==> src/rtl/lut_pkg.sv <==
// lut_pkg: types and constants shared by the LUT phase sequencer and the
// LUT waveform stages that consume its table index.
package lut_pkg;

    // Entries per waveform period.
    localparam int LUT_TABLE_LEN_DEF = 360;

    // Width of the table index bus shared with the LUT waveform stages.
    localparam int LUT_COUNT_W = 16;

    // Sequencer states.
    typedef enum logic [1:0] {
        ST_IDLE  = 2'd0,
        ST_RUN   = 2'd1,
        ST_DRAIN = 2'd2
    } lut_state_e;

endpackage

==> src/rtl/lut_step_prescaler.sv <==
// lut_step_prescaler: loadable down-counter that emits one step tick every
// (reload_val + 1) enabled clocks. clr has priority over load, and load has
// priority over run. tick is combinational from the count register.
module lut_step_prescaler #(
    parameter int W = 16
) (
    input  logic         clk,
    input  logic         rst,
    input  logic         clr,
    input  logic         load,
    input  logic         run,
    input  logic [W-1:0] reload_val,
    output logic         tick
);

    logic [W-1:0] cnt_q;
    logic [W-1:0] cnt_d;

    assign tick = run && (cnt_q == '0);

    // Next count: clear, explicit load, or count down with auto-reload at zero.
    always_comb begin
        // NOTE: default every always_comb output first so no path infers a latch.
        cnt_d = cnt_q;
        if (clr) begin
            cnt_d = '0;
        end else if (load) begin
            cnt_d = reload_val;
        end else if (run) begin
            cnt_d = (cnt_q == '0) ? reload_val : cnt_q - 1'b1;
        end
    end

    // Count register.
    always_ff @(posedge clk or negedge rst) begin
        // NOTE: non-blocking assignments keep every flop sampling pre-edge values.
        if (!rst) begin
            cnt_q <= '0;
        end else begin
            cnt_q <= cnt_d;
        end
    end

endmodule

==> src/rtl/lut_phase_sequencer.sv <==
// lut_phase_sequencer: generates the table index for the LUT waveform stages,
// stepping once every cur_div clocks and wrapping at TABLE_LEN-1. New
// divisors are buffered in a one-entry pending slot and applied only in IDLE
// or on the wrap edge, so a period always has a constant length. After
// note-off the current period is finished (DRAIN) before returning to IDLE.
// Optional feature: define LUT_WRAP_PULSE_EN to add the registered wrap strobe.
module lut_phase_sequencer
    import lut_pkg::*;
#(
    parameter int TABLE_LEN = LUT_TABLE_LEN_DEF,
    parameter int DIV_W     = 16
) (
    input  logic                   clk,
    input  logic                   rst,
    input  logic                   en,
    input  logic                   note_on,
    input  logic                   note_valid,
    output logic                   note_ready,
    input  logic [DIV_W-1:0]       note_div,
    output logic [LUT_COUNT_W-1:0] table_count,
    output logic                   step,
`ifdef LUT_WRAP_PULSE_EN
    output logic                   wrap,
`endif
    output logic                   active
);

    localparam logic [LUT_COUNT_W-1:0] LAST_IDX = LUT_COUNT_W'(TABLE_LEN - 1);

    lut_state_e             state_q,     state_d;
    logic [DIV_W-1:0]       cur_div_q,   cur_div_d;
    logic [DIV_W-1:0]       pend_div_q,  pend_div_d;
    logic                   pend_full_q, pend_full_d;
    logic [LUT_COUNT_W-1:0] count_q,     count_d;
    logic                   step_q,      step_d;
    logic                   active_q,    active_d;
`ifdef LUT_WRAP_PULSE_EN
    logic                   wrap_q,      wrap_d;
`endif

    logic             tick;
    logic             at_last;
    logic             wrap_evt;
    logic             promote;
    logic             presc_clr;
    logic             presc_load;
    logic             presc_run;
    logic [DIV_W-1:0] reload_val;

    assign note_ready  = !pend_full_q;
    assign table_count = count_q;
    assign step        = step_q;
    assign active      = active_q;
`ifdef LUT_WRAP_PULSE_EN
    assign wrap        = wrap_q;
`endif

    // The prescaler runs only while playing; its tick must not depend on the
    // next state, which itself depends on the tick.
    assign presc_run  = en && (state_q != ST_IDLE);
    assign presc_load = en && (state_q == ST_IDLE) && (state_d == ST_RUN);
    assign presc_clr  = en && (state_q != ST_IDLE) && (state_d == ST_IDLE);
    assign at_last    = (count_q == LAST_IDX);
    assign wrap_evt   = tick && at_last;

    // A divisor promoted on this edge already governs the next step interval.
    assign reload_val = (promote ? pend_div_q : cur_div_q) - 1'b1;

    lut_step_prescaler #(
        .W (DIV_W)
    ) u_prescaler (
        .clk        (clk),
        .rst        (rst),
        .clr        (presc_clr),
        .load       (presc_load),
        .run        (presc_run),
        .reload_val (reload_val),
        .tick       (tick)
    );

    // Next-state logic: FSM, pending-divisor slot, index counter and strobes.
    always_comb begin
        state_d     = state_q;
        cur_div_d   = cur_div_q;
        pend_div_d  = pend_div_q;
        pend_full_d = pend_full_q;
        count_d     = count_q;
        step_d      = 1'b0;
        promote     = 1'b0;
`ifdef LUT_WRAP_PULSE_EN
        wrap_d      = 1'b0;
`endif

        if (en) begin
            case (state_q)
                ST_IDLE: begin
                    promote = pend_full_q;
                    if (note_on && (cur_div_q != '0)) begin
                        state_d = ST_RUN;
                    end
                end
                ST_RUN: begin
                    promote = pend_full_q && wrap_evt;
                    if (!note_on) begin
                        state_d = ST_DRAIN;
                    end
                end
                ST_DRAIN: begin
                    promote = pend_full_q && wrap_evt;
                    if (wrap_evt) begin
                        state_d = note_on ? ST_RUN : ST_IDLE;
                    end else if (note_on) begin
                        state_d = ST_RUN;
                    end
                end
                default: state_d = ST_IDLE;
            endcase

            if (tick) begin
                count_d = at_last ? '0 : count_q + 1'b1;
                step_d  = 1'b1;
`ifdef LUT_WRAP_PULSE_EN
                wrap_d  = at_last;
`endif
            end
        end

        if (promote) begin
            cur_div_d   = pend_div_q;
            pend_full_d = 1'b0;
        end

        // Handshakes complete regardless of en; a zero divisor means one clock.
        if (note_valid && !pend_full_q) begin
            pend_div_d  = (note_div == '0) ? DIV_W'(1) : note_div;
            pend_full_d = 1'b1;
        end
    end

    assign active_d = (state_d != ST_IDLE);

    // State and registered outputs.
    always_ff @(posedge clk or negedge rst) begin
        if (!rst) begin
            state_q     <= ST_IDLE;
            cur_div_q   <= '0;
            pend_div_q  <= '0;
            pend_full_q <= 1'b0;
            count_q     <= '0;
            step_q      <= 1'b0;
            active_q    <= 1'b0;
`ifdef LUT_WRAP_PULSE_EN
            wrap_q      <= 1'b0;
`endif
        end else begin
            state_q     <= state_d;
            cur_div_q   <= cur_div_d;
            pend_div_q  <= pend_div_d;
            pend_full_q <= pend_full_d;
            count_q     <= count_d;
            step_q      <= step_d;
            active_q    <= active_d;
`ifdef LUT_WRAP_PULSE_EN
            wrap_q      <= wrap_d;
`endif
        end
    end

endmodule

==> config.mk <==
export PLATFORM = sky130hd
export DESIGN_NAME = lut_phase_sequencer
export DESIGN_NICKNAME = d
export VERILOG_FILES = /design/src/rtl/lut_pkg.sv /design/src/rtl/lut_step_prescaler.sv /design/src/rtl/lut_phase_sequencer.sv
export SDC_FILE = /design/constraint.sdc
export NUM_CORES = 1
export LEC_CHECK = 0
export BUFFER_PORTS_ARGS = -buffer_cell sky130_fd_sc_hd__buf_2
export CAP_MARGIN = 15
export CORE_MARGIN = 4
export CORE_UTILIZATION = 50
export CTS_BUF_LIST = sky130_fd_sc_hd__clkbuf_4
export DETAILED_ROUTE_END_ITERATION = 8
export PLACE_DENSITY = 0.81
export SYNTH_ARGS = -nofsm -noshare
export SYNTH_HDL_FRONTEND = slang
export SYNTH_SLANG_ARGS = --single-unit
==> constraint.sdc <==
create_clock -name clk -period 5.8 [get_ports clk]
set_input_delay 0.58 -clock clk [delete_from_list [all_inputs] [get_ports clk]]
set_output_delay 0.58 -clock clk [all_outputs]
set_load 0.005 [all_outputs]
Word level (Yosys, flattened, before mapping)
Cells that the tools add are included.
Widths: inputs -> output; s select.
{ "op_classes": {"n_addsub": 3, "n_mul": 0, "div": 0, "n_lt_le_gt_ge": 0, "n_eq_ne": 4, "n_shift": 0, "mux": 20, "bitwise": 0, "n_reduce_logical": 21} }
{ "ops": {"columns": ["operator", "count"], "rows": [
  ["$mux 16", 7],
  ["$logic_not 16->1", 2],
  ["$sub 16x1->16 const B", 2],
  ["$add 16x1->16 const B", 1],
  ["$eq 16x9->1 const B", 1],
  ["$reduce_bool 16->1", 1],
  ["$mux 2", 5],
  ["$logic_and 1x1->1", 9],
  ["$mux 1", 6],
  ["$pmux 2 s3", 1],
  ["$reduce_bool 2->1", 3],
  ["$eq 2x1->1 const B", 2],
  ["$logic_not 2->1", 2],
  ["$reduce_bool 3->1", 1],
  ["$eq 2x2->1 const B", 1],
  ["$pmux 1 s2", 1],
  ["$reduce_and 2->1", 1],
  ["$reduce_or 2->1", 1],
  ["$logic_not 1->1", 1]
]} }
{ "totals": {"regBits": 69, "latchBits": 0, "ramBits": 0, "romBits": 0, "output_inout_bits": 19, "n_memories": 0} }

Logic depth before layout (Yosys ltp)
Gate-level depths: netlist of run 1.
{ "depth": {"word_depth": 13, "depth_mapped": 19, "depth_no_buf": 16} }

By module
A second synthesis of run 1 with hierarchy kept.
{ "hier_totals": {"cells_unflattened": 441, "area_unflattened_um2": 4187.8} }
{ "modules_own_cells": {"columns": ["mod", "instances", "cells_per_inst", "area_each_um2", "seq_area_each_um2"], "rows": [
  ["lut_phase_sequencer", 1, 292, 2947.8, 1326.3],
  ["lut_step_prescaler", 1, 149, 1239.9, 400.4]
]} }

Worst setup path before layout of run 1
OpenSTA, ideal clock, no wires.
{ "synth_timing": {"path_kind": "register to register", "start": "register state_q[1]", "end": "register u_prescaler.cnt_q[14]", "setup_time_ps": 122, "arrival_ps": 4052, "required_time_ps": 5678, "path_slack_ps": 1626, "path_stages_with_launch": 20, "period_less_slack_ps": 4174, "cell_sequence": "dfrtp_1 -> inv_1 -> ha_1 -> nor2b_1 -> buf_4 -> nand4_2 -> nor4_1 -> o211a_2 -> buf_6 -> buf_2 -> mux2i_1 -> ha_1 -> or3b_2 -> nand2b_1 -> or2_2 -> xor2_1 -> nand2_1 -> o211ai_1 -> o21ai_1 -> a32o_1"} }
{ "synth_via": {"elab_chain_len": 13} }
{ "synth_lines": {"columns": ["element", "line", "rtl"], "rows": [
  ["start, declared", "lut_phase_sequencer.sv:30", "lut_state_e state_q, state_d;"],
  ["start signal, assigned", "lut_phase_sequencer.sv:156", "state_q <= state_d;"],
  ["$reduce_bool 2->1", "lut_phase_sequencer.sv:60, lut_phase_sequencer.sv:62", null],
  ["$logic_and 1x1->1", "lut_phase_sequencer.sv:60, lut_phase_sequencer.sv:62", null],
  ["$logic_and 1x1->1", "lut_step_prescaler.sv:19", "assign tick = run && (cnt_q == '0);"],
  ["$logic_and 1x1->1", "lut_phase_sequencer.sv:64", "assign wrap_evt = tick && at_last;"],
  ["$logic_and 1x1->1", "lut_phase_sequencer.sv:103, lut_phase_sequencer.sv:109", null],
  ["$pmux 1 s2", "lut_phase_sequencer.sv:95", "case (state_q)"],
  ["$mux 1", "lut_phase_sequencer.sv:94", "if (en) begin"],
  ["$mux 16", null, null],
  ["$sub 16x1->16", "lut_phase_sequencer.sv:67", "assign reload_val = (promote ? pend_div_q : cur_div_q) - 1'b1;"],
  ["$mux 16", "lut_step_prescaler.sv:30", "cnt_d = (cnt_q == '0) ? reload_val : cnt_q - 1'b1;"],
  ["$mux 16", "lut_step_prescaler.sv:29", "end else if (run) begin"],
  ["$mux 16", "lut_step_prescaler.sv:27", "end else if (load) begin"],
  ["$mux 16", "lut_step_prescaler.sv:25", "if (clr) begin"],
  ["end signal, assigned", "lut_step_prescaler.sv:40", "cnt_q <= cnt_d;"],
  ["end, declared", "lut_step_prescaler.sv:16", "logic [W-1:0] cnt_q;"]
]} }
Parallel ways exist; a longest one is shown, timed or not. The select of a mux whose other input is x is not followed.
A chain may end at the register's enable or synchronous reset.

Worst setup path in the final report of run 1
Ends and elaborated chain as after synthesis.

==> impl_metrics.env, run 1 <==
export IMPL_synth_cells=422
export IMPL_vias=3421
export IMPL_post_place_ws_ps=1300
export IMPL_finalSetupViolCount=0
export IMPL_fin_nets=493
export IMPL_core_um2=8180
export IMPL_crit_type="reg -> reg"
export IMPL_worstMarginPinSlew_ps=948
export IMPL_cts_made_buffers=9
export IMPL_synth_cell_type_count=70
export IMPL_drc=0
export IMPL_wl_um=9460
export IMPL_die_height_um=99.4
export IMPL_yosysTopAreaCellShare=0.413
export IMPL_clk_latency_ps=430
export IMPL_maxSlewHeadroom=0.364
export IMPL_drive_gt1_frac=0.249
export IMPL_start_util=0.511
export IMPL_fp_dieW_um=99.4
export IMPL_dieArea_um2=9880
export IMPL_intPower_mw=1.28
export IMPL_gp_routability_congestion=0.895
export IMPL_drtAntennaViolNets=0
export IMPL_ys_ff_latch=69
export IMPL_fin_crit_sh=0.785
export IMPL_slowest_stage="or3b_2"
export IMPL_power_frac_comb=0.489
export IMPL_p_sw_mw=1.08
export IMPL_syn_num_nets=451
export IMPL_vdd_ir_drop_max_mv=0.280
export IMPL_dp_hpwl_um=6910
export IMPL_critical_path_max_stage_delay_ps=500
export IMPL_hp_class="in -> async"
export IMPL_drt_vias_per_instance=5.96
export IMPL_clock_power_share=0.131
export IMPL_yosys_warnings=0
export IMPL_hold_violations=0
export IMPL_diodes=0
export IMPL_path_clk_slew_ps=120
export IMPL_cts_sinks=69
export IMPL_first_global_vias=3393
export IMPL_cts_root_buf="clkbuf_4"
export IMPL_cp_end_kind="flop"
export IMPL_post_cts_buffers=0
export IMPL_outcome="finished, final reports clean"
export IMPL_crit_fanout=17
export IMPL_yosys_area_top_type="dfrtp_1"
export IMPL_pwr_share_seq=0.381
export IMPL_ios=40
export IMPL_grt_max_degree=70
export IMPL_timing_critical_path_mode_cell="ha_1"
export IMPL_portBuffers=39
export IMPL_swShare=0.458
export IMPL_grt_use_total=0.200
export IMPL_fin_skew_ps=20.1
export IMPL_synthTopCellsByArea="dfrtp_1, mux2_2, xor2_1"
export IMPL_fin_area_um2=4590
export IMPL_power_density_nw_per_um2=514
export IMPL_dr_pass1_iters=6
export IMPL_maxCapViolCount=0
export IMPL_fmax_ghz=0.220
export IMPL_clockBufferDepth=2
export IMPL_yosys_most_used_dff="dfrtp_1"
export IMPL_cp_cell_sequence="inv_1 > ha_1 > nor2b_1 > buf_4 > nand4_2 > nor4_1 > o211a_2 > mux2i_1 > ha_1 > or3b_2 > nand2b_1 > or2_2 > xor2_1 > nand2_1 > o211ai_1 > o21ai_1 > a32o_1"
export IMPL_syn_avg_cell_area_um2=9.90
export IMPL_drtIter0Drc=281
export IMPL_grt_pass1_wl_um=16200
export IMPL_area_growth_pct=9.91
export IMPL_crit_required_ps=6130
export IMPL_synth_commonest_cells="dfrtp_1, nor2_1, nand2_1, mux2_2, xor2_1"
export IMPL_ys_seq_area_frac=0.413
export IMPL_setup_tns_final_ps=0
export IMPL_worstPathArrival_ps=4880
export IMPL_ys_async_sr_fraction=1.00
export IMPL_synth_area_um2=4180
export IMPL_htreeDepth=3
export IMPL_p_leak_nw=1.94
export IMPL_place_area_um2=4460
export IMPL_grt_overflow=0
export IMPL_worstSetupStartpointType="flop"
export IMPL_setup_ws_ps=1250
export IMPL_rows=33
export IMPL_wire_per_inst_um=16.5
export IMPL_hold_buffers=0
export IMPL_drv_slew=0
export IMPL_min_period_ps=4550
export IMPL_synth_edf_count=0
export IMPL_antenna_found_initial=0
export IMPL_tritoncts="built"
export IMPL_synth_most_common_cell="dfrtp_1"
export IMPL_grt_setup_unrepaired="false"
export IMPL_post_cts_resized=0
-- layout by cell type, fill, tap and decap left out, types with 3 or more instances in the layout --
master	n
dfrtp_1	69
nor2_1	40
buf_2	39
nand2_1	36
mux2_2	29
xor2_1	18
nand3_1	17
o21ai_1	17
xnor2_1	16
nor3_1	15
o21ai_0	14
a21oi_1	13
inv_1	11
nor4_1	10
clkbuf_4	9
ha_1	8
nand4_1	7
nor3b_1	5
o211ai_1	5
or3_1	5
nor2b_1	4
mux2i_1	4
nand2b_1	4
or2_2	4
buf_4	4
nand3b_1	3
a32o_1	3
a32oi_1	3
and3_1	3
-- cell families after synthesis --
logic type / synth area share
DFF: 0.413
muxes: 0.0877
buffers and inverters: 0.0281
adders and majority gates: 0.0240
AOI/OAI and AO/OA: 0.143
xor gates and xnor gates: 0.0713
and+or+nand+nor: 0.232
-- critical path, delay by kind of cell (launching register included) --
kind	cells	cell delay, ps
compound gates	4	770
xor+xnor	1	130
fa+ha+maj	2	560
buf+inv	2	390
flops	1	470
mux	1	330
simple gates	7	1810
-- metal layers --
layer,global-route usage,share of wire,vias up
li1,-,-,1631
met3,0.0330,0.060,24
met5,0,0,-
met4,0.0777,0.023,0
met1,0.264,0.44,1635
met2,0.331,0.48,131
-- metrics by stage --
step | cells | hold WS (ps) | util | power (mW)
5_1_grt | 574 | 377 | 0.562 | 2.53
3_3_place_gp | 558 | 478 | 0.545 | 1.99
4_1_cts | 574 | 359 | 0.562 | 2.35
2_1_floorplan | 422 | 284 | - | 1.76
6_report | 574 | 321 | 0.562 | 2.36
3_5_place_dp | 558 | 498 | 0.545 | 2.04
-- flip-flops by register name (all words and copies together) (netlist names) --
signal / cells
active: 1
cur_div_q: 16
pend_div_q: 16
pend_full_q: 1
state_q: 2
step: 1
table_count: 16
u_prescaler.cnt_q: 16
-- final timing paths --
| check | startpoint | endpoint | slack [ps] | cells after the start |
|---|---|---|---|---|
| max in group asynchronous | rst | cur_div_q[0]$_DFF_PN0_ | 4910 | 2 |
| setup / recovery | state_q[1]$_DFF_PN0_ | u_prescaler.cnt_q[14]$_DFFE_PN0P_ | 1250 | 17 |
| hold reg to reg | table_count[15]$_DFFE_PN0P_ | table_count[15]$_DFFE_PN0P_ | 510 | 1 |
| setup reg to reg | state_q[1]$_DFF_PN0_ | u_prescaler.cnt_q[14]$_DFFE_PN0P_ | 1250 | 17 |
| hold / removal | rst | table_count[7]$_DFFE_PN0P_ | 320 | 2 |
| min in group clk | note_div[9] | pend_div_q[9]$_DFFE_PN0P_ | 390 | 2 |
-- power groups by stage --
stage / Combinational (mW) / Sequential (mW) / Clock (mW)
6_report: 1.15 / 0.898 / 0.308
5_1_grt: 1.27 / 0.927 / 0.334
4_1_cts: 1.14 / 0.893 / 0.315
3_5_place_dp: 1.13 / 0.902 / 0
3_3_place_gp: 1.10 / 0.891 / 0
2_1_floorplan: 0.927 / 0.837 / 0
-- cell type report --
cell class,instances,area (um^2)
Fill cell,718,3580
Multi-Input combinational cell,330,2330
Sequential cell,69,1730
Timing Repair Buffer,43,225
Tap cell,105,131
Clock buffer,9,67.6
Clock inverter,7,66.3
Inverter,11,41.3
No activity file was read; power rests on OpenSTA's default activity.
==> run 2, diff against run 1 <==
==> constraint.sdc (replaced) <==
create_clock -name clk -period 4.67 [get_ports clk]
set_input_delay 0.467 -clock clk [delete_from_list [all_inputs] [get_ports clk]]
set_output_delay 0.467 -clock clk [all_outputs]
set_load 0.005 [all_outputs]
==> run 2 against run 1 <==
Global-route usage increased by 0.28 points. Routed wire length shrank 1.4%. Combinational power up 23%. Clock power rose by 59%. Final cell count grew 0.17%. Via count grew 0.15%. Total power increased by 29%. Clock skew up 1.5 ps. Register-to-register slack worse by 840 ps. Largest cell class unchanged.
==> impl_metrics.env, run 2 (synthesis gave the netlist of run 1 again) <==
export IMPL_outcome="finished, final reports clean"
export IMPL_setup_tns_final_ps=0
export IMPL_dp_hpwl_um=6850
export IMPL_final_core_util=0.569
export IMPL_place_area_um2=4470
export IMPL_dr_pass1_iters=4
export IMPL_cp_end_kind="flop"
export IMPL_post_place_ws_ps=440
export IMPL_rows=33
export IMPL_grt_setup_unrepaired="false"
export IMPL_die_height_um=99.4
export IMPL_drtAntennaViolNets=0
export IMPL_post_cts_buffers=0
export IMPL_vias=3426
export IMPL_cts_root_buf="clkbuf_4"
export IMPL_finalHoldWorstSlack_ps=199
export IMPL_vdd_ir_drop_max_mv=0.340
export IMPL_fin_area_um2=4650
export IMPL_post_cts_resized=0
export IMPL_grt_overflow=0
export IMPL_path_clk_slew_ps=120
export IMPL_ios=40
export IMPL_htreeDepth=3
export IMPL_wl_um=9330
export IMPL_gp_routability_congestion=0.881
export IMPL_tritoncts="built"
export IMPL_maxSlewHeadroom=0.388
export IMPL_hp_class="in -> async"
export IMPL_fin_crit_sh=0.913
export IMPL_power_density_nw_per_um2=652
export IMPL_drc=0
export IMPL_dp_cells=559
export IMPL_dieArea_um2=9880
export IMPL_hold_violations=0
export IMPL_grt_max_degree=70
export IMPL_setup_ws_ps=405
export IMPL_antenna_found_initial=0
export IMPL_drive_gt1_frac=0.253
export IMPL_start_util=0.511
export IMPL_crit_required_ps=4990
export IMPL_grt_pass1_wl_um=16200
export IMPL_wire_per_inst_um=16.2
export IMPL_diodes=0
export IMPL_clockBufferDepth=2
export IMPL_power_mw=3.03
export IMPL_core_um2=8180
export IMPL_p_leak_nw=1.97
export IMPL_final_cell_mix="dfrtp_1, nor2_1, buf_2, nand2_1, mux2_2"
export IMPL_hold_buffers=0
export IMPL_grt_use_total=0.203
export IMPL_min_period_ps=4260
export IMPL_drtIter0Drc=188
export IMPL_fp_dieW_um=99.4
export IMPL_fin_nets=494
export IMPL_fmax_ghz=0.234
export IMPL_final_cells=575
export IMPL_maxCapViolCount=0
export IMPL_portBuffers=39
export IMPL_drt_vias_per_instance=5.96
export IMPL_r2r_setup_slack_ps=410
export IMPL_first_global_vias=3465
export IMPL_worstSetupStartpointType="flop"
export IMPL_drv_slew=0
export IMPL_worstPathArrival_ps=4590
export IMPL_fin_skew_ps=21.6
export IMPL_clk_latency_ps=440
export IMPL_finalSetupViolCount=0
export IMPL_cts_made_buffers=9
export IMPL_final_common_cell="dfrtp_1"
export IMPL_crit_fanout=7
export IMPL_worstMarginPinSlew_ps=912
export IMPL_crit_type="reg -> reg"
export IMPL_area_growth_pct=11.2
export IMPL_cts_sinks=69
==> run 2: area by class of cell <==
type                       instances  area (um^2)
timing repair buffer              44          233
tap                              105          131
multi-input combinational        330         2330
clock inverter                     7          114
clock buffer                       9         67.6
sequential                        69         1730
inverter                          11         41.3
fill                             730         3530
==> run 2: routing by layer <==
metal / wire [um] / up-vias / global-route usage
li1: - / 1637 / -
met1: 4020 / 1675 / 0.257
met2: 4600 / 92 / 0.338
met3: 514 / 22 / 0.0512
met4: 198 / 0 / 0.0714
met5: 0 / - / 0
==> run 2: critical path, cell delays in order (launching register included) <==
cell	delay [ps]
dfrtp_1	460
inv_1	150
ha_1	310
nor2b_1	210
nand4_2	210
nor4_1	290
o211a_2	280
mux2i_1	300
ha_1	270
or3b_2	500
nand2b_1	220
or2_2	340
xor2_1	130
nand2_1	60
o211ai_1	110
o21ai_1	90
a32o_1	230
==> run 2: worst paths after layout <==
check	from	end	depth (start not counted)
hold reg to reg	table_count[15]$_DFFE_PN0P_	table_count[15]$_DFFE_PN0P_	1
max in group asynchronous	rst	cur_div_q[11]$_DFF_PN0_	2
min in group clk	note_valid	pend_full_q$_DFFE_PN0P_	3
setup reg to reg	state_q[1]$_DFF_PN0_	u_prescaler.cnt_q[14]$_DFFE_PN0P_	16
setup / recovery	state_q[1]$_DFF_PN0_	u_prescaler.cnt_q[14]$_DFFE_PN0P_	16
hold / removal	rst	table_count[5]$_DFFE_PN0P_	2
==> run 2: power breakdown <==
part / total, mW / switching, mW / internal (mW)
Sequential: 1.12 / 0.299 / 0.820
Clock: 0.490 / 0.222 / 0.268
Combinational: 1.42 / 0.810 / 0.614
Total: 3.03 / 1.33 / 1.70
==> run 3, diff against run 2 <==
--- a/config.mk
+++ b/config.mk
@@ -11,6 +11,7 @@
 export CORE_UTILIZATION = 50
 export CTS_BUF_LIST = sky130_fd_sc_hd__clkbuf_4
 export DETAILED_ROUTE_END_ITERATION = 8
+export MAX_ROUTING_LAYER = met4
 export PLACE_DENSITY = 0.81
 export SYNTH_ARGS = -nofsm -noshare
 export SYNTH_HDL_FRONTEND = slang
==> run 3 against run 2 <==
Sequential share of layout area up 0.19 points. Clock power down 19%. Final cell count up 0.17%. Global-route usage up 0.17 points. Worst hold slack better by 11 ps. Design area down 0.43%. Count of clock-buffer cells in the layout unchanged. Register-to-register slack worse by 170 ps. Clock skew down 3.0 ps. Sequential power about the same. Combinational power up 4%.
==> impl_metrics.env, run 3 (synthesis gave the netlist of run 1 again) <==
export IMPL_outcome="finished, final reports clean"
export IMPL_start_util=0.511
export IMPL_vdd_ir_drop_max_mv=0.344
export IMPL_fin_nets=495
export IMPL_vias=3444
export IMPL_cts_root_buf="clkbuf_4"
export IMPL_grt_pass1_wl_um=16000
export IMPL_grtUsageMet1=0.258
export IMPL_maxCapViolCount=0
export IMPL_min_period_ps=4430
export IMPL_fin_crit_sh=0.949
export IMPL_path_clk_slew_ps=120
export IMPL_path_buf_inv=2
export IMPL_dieArea_um2=9880
export IMPL_drtIter0Drc=262
export IMPL_grt_use_total=0.205
export IMPL_critical_path_max_stage_delay_ps=490
export IMPL_portBuffers=39
export IMPL_slowest_stage="or3b_2"
export IMPL_fmax_ghz=0.226
export IMPL_dp_hpwl_um=7030
export IMPL_grt_util_met3=0.0400
export IMPL_ios=40
export IMPL_first_global_vias=3339
export IMPL_die_height_um=99.4
export IMPL_clk_latency_ps=420
export IMPL_use_met2=0.336
export IMPL_hp_class="in -> async"
export IMPL_crit_fanout=17
export IMPL_cts_made_buffers=9
export IMPL_worstSetupStartpointType="flop"
export IMPL_final_common_cell="dfrtp_1"
export IMPL_drtAntennaViolNets=0
export IMPL_wire_per_inst_um=16.7
export IMPL_worstPathArrival_ps=4740
export IMPL_crit_type="reg -> reg"
export IMPL_grt_max_degree=70
export IMPL_power_mw=2.98
export IMPL_busiest_layer="met2"
export IMPL_rows=33
export IMPL_area_growth_pct=10.7
export IMPL_hold_violations=0
export IMPL_worstMarginPinSlew_ps=959
export IMPL_post_cts_buffers=0
export IMPL_htreeDepth=3
export IMPL_drive_gt1_frac=0.263
export IMPL_maxSlewHeadroom=0.357
export IMPL_gp_routability_congestion=0.951
export IMPL_dr_pass1_iters=6
export IMPL_crit_required_ps=4980
export IMPL_drc=0
export IMPL_setup_tns_final_ps=0
export IMPL_drt_vias_per_instance=5.98
export IMPL_power_density_nw_per_um2=645
export IMPL_clockBufferDepth=2
export IMPL_final_cell_mix="dfrtp_1, nor2_1, buf_2, nand2_1, mux2_2"
export IMPL_antenna_found_initial=0
export IMPL_fin_skew_ps=18.5
export IMPL_drv_slew=0
export IMPL_wl_um=9620
export IMPL_finalHoldWorstSlack_ps=210
export IMPL_cp_end_kind="flop"
export IMPL_core_um2=8180
export IMPL_cts_sinks=69
export IMPL_p_leak_nw=1.95
export IMPL_diodes=0
export IMPL_hold_buffers=0
export IMPL_cp_top_family="simple AND/OR/NAND/NOR gates"
export IMPL_timing_critical_path_mode_cell="ha_1"
export IMPL_tritoncts="built"
export IMPL_cp_cell_sequence="inv_1 > ha_1 > nor2b_1 > nand4_2 > nor4_2 > o211a_2 > buf_4 > mux2i_2 > ha_1 > or3b_2 > nand2b_1 > or2_2 > xor2_1 > nand2_1 > o211ai_1 > o21ai_1 > a32o_1"
export IMPL_fp_dieW_um=99.4
export IMPL_finalSetupViolCount=0
export IMPL_grt_overflow=0
run 3: where the power goes:
group          switching [mW]  internal (mW)
registers               0.298          0.820
clock network           0.232          0.164
logic                   0.845          0.624
total                    1.38           1.61
run 3: area by class of cell:
class                   count  area [um^2]
flip-flops and latches     69         1730
inverters                  11         41.3
fillers                   719         3550
well taps                 105          131
repair buffers             45          240
multi-input cells         330         2340
clock inverters             7         75.1
clock buffers               9         67.6
run 3: per-layer routing:
layer / vias to the layer above / share of wire
li1: 1641 / -
met1: 1666 / 0.43
met2: 121 / 0.50
met3: 16 / 0.060
met4: 0 / 0.014
met5: - / 0
run 3: path summary, 6_finish.rpt:
kind,from,endpoint,slack (ps),cells past startpoint
max in group asynchronous,rst,state_q[1]$_DFF_PN0_,3830,2
min in group clk,note_valid,pend_full_q$_DFFE_PN0P_,270,3
worst min-delay path,rst,table_count[5]$_DFFE_PN0P_,210,2
worst max-delay path,state_q[1]$_DFF_PN0_,u_prescaler.cnt_q[14]$_DFFE_PN0P_,240,17
worst min register to register,u_prescaler.cnt_q[9]$_DFFE_PN0P_,u_prescaler.cnt_q[9]$_DFFE_PN0P_,520,1
worst max register to register,state_q[1]$_DFF_PN0_,u_prescaler.cnt_q[14]$_DFFE_PN0P_,240,17
run 3: worst reg2reg max path, cell delays in order, from the launching register on:
cell and delay [ps]:
dfrtp_2 450, inv_1 130, ha_1 310, nor2b_1 230, nand4_2 240, nor4_2 310, o211a_2 260, buf_4 240
mux2i_2 280, ha_1 240, or3b_2 490, nand2b_1 210, or2_2 340, xor2_1 130, nand2_1 60, o211ai_1 90
o21ai_1 100, a32o_1 240
run 3: through the flow:
step	util	instances	area, um^2	setup WS, ps
2_1_floorplan	-	422	4180	496
3_3_place_gp	0.547	560	4470	398
3_5_place_dp	0.547	560	4470	194
4_1_cts	0.565	576	4620	168
5_1_grt	0.566	576	4630	-4.13
6_report	0.566	576	4630	237
run 3: timing repair:
action                                  in CTS  in global routing
endpoints found under the setup margin       0                  2
resized for setup                            0                  3
hold endpoints to repair                     0                  0
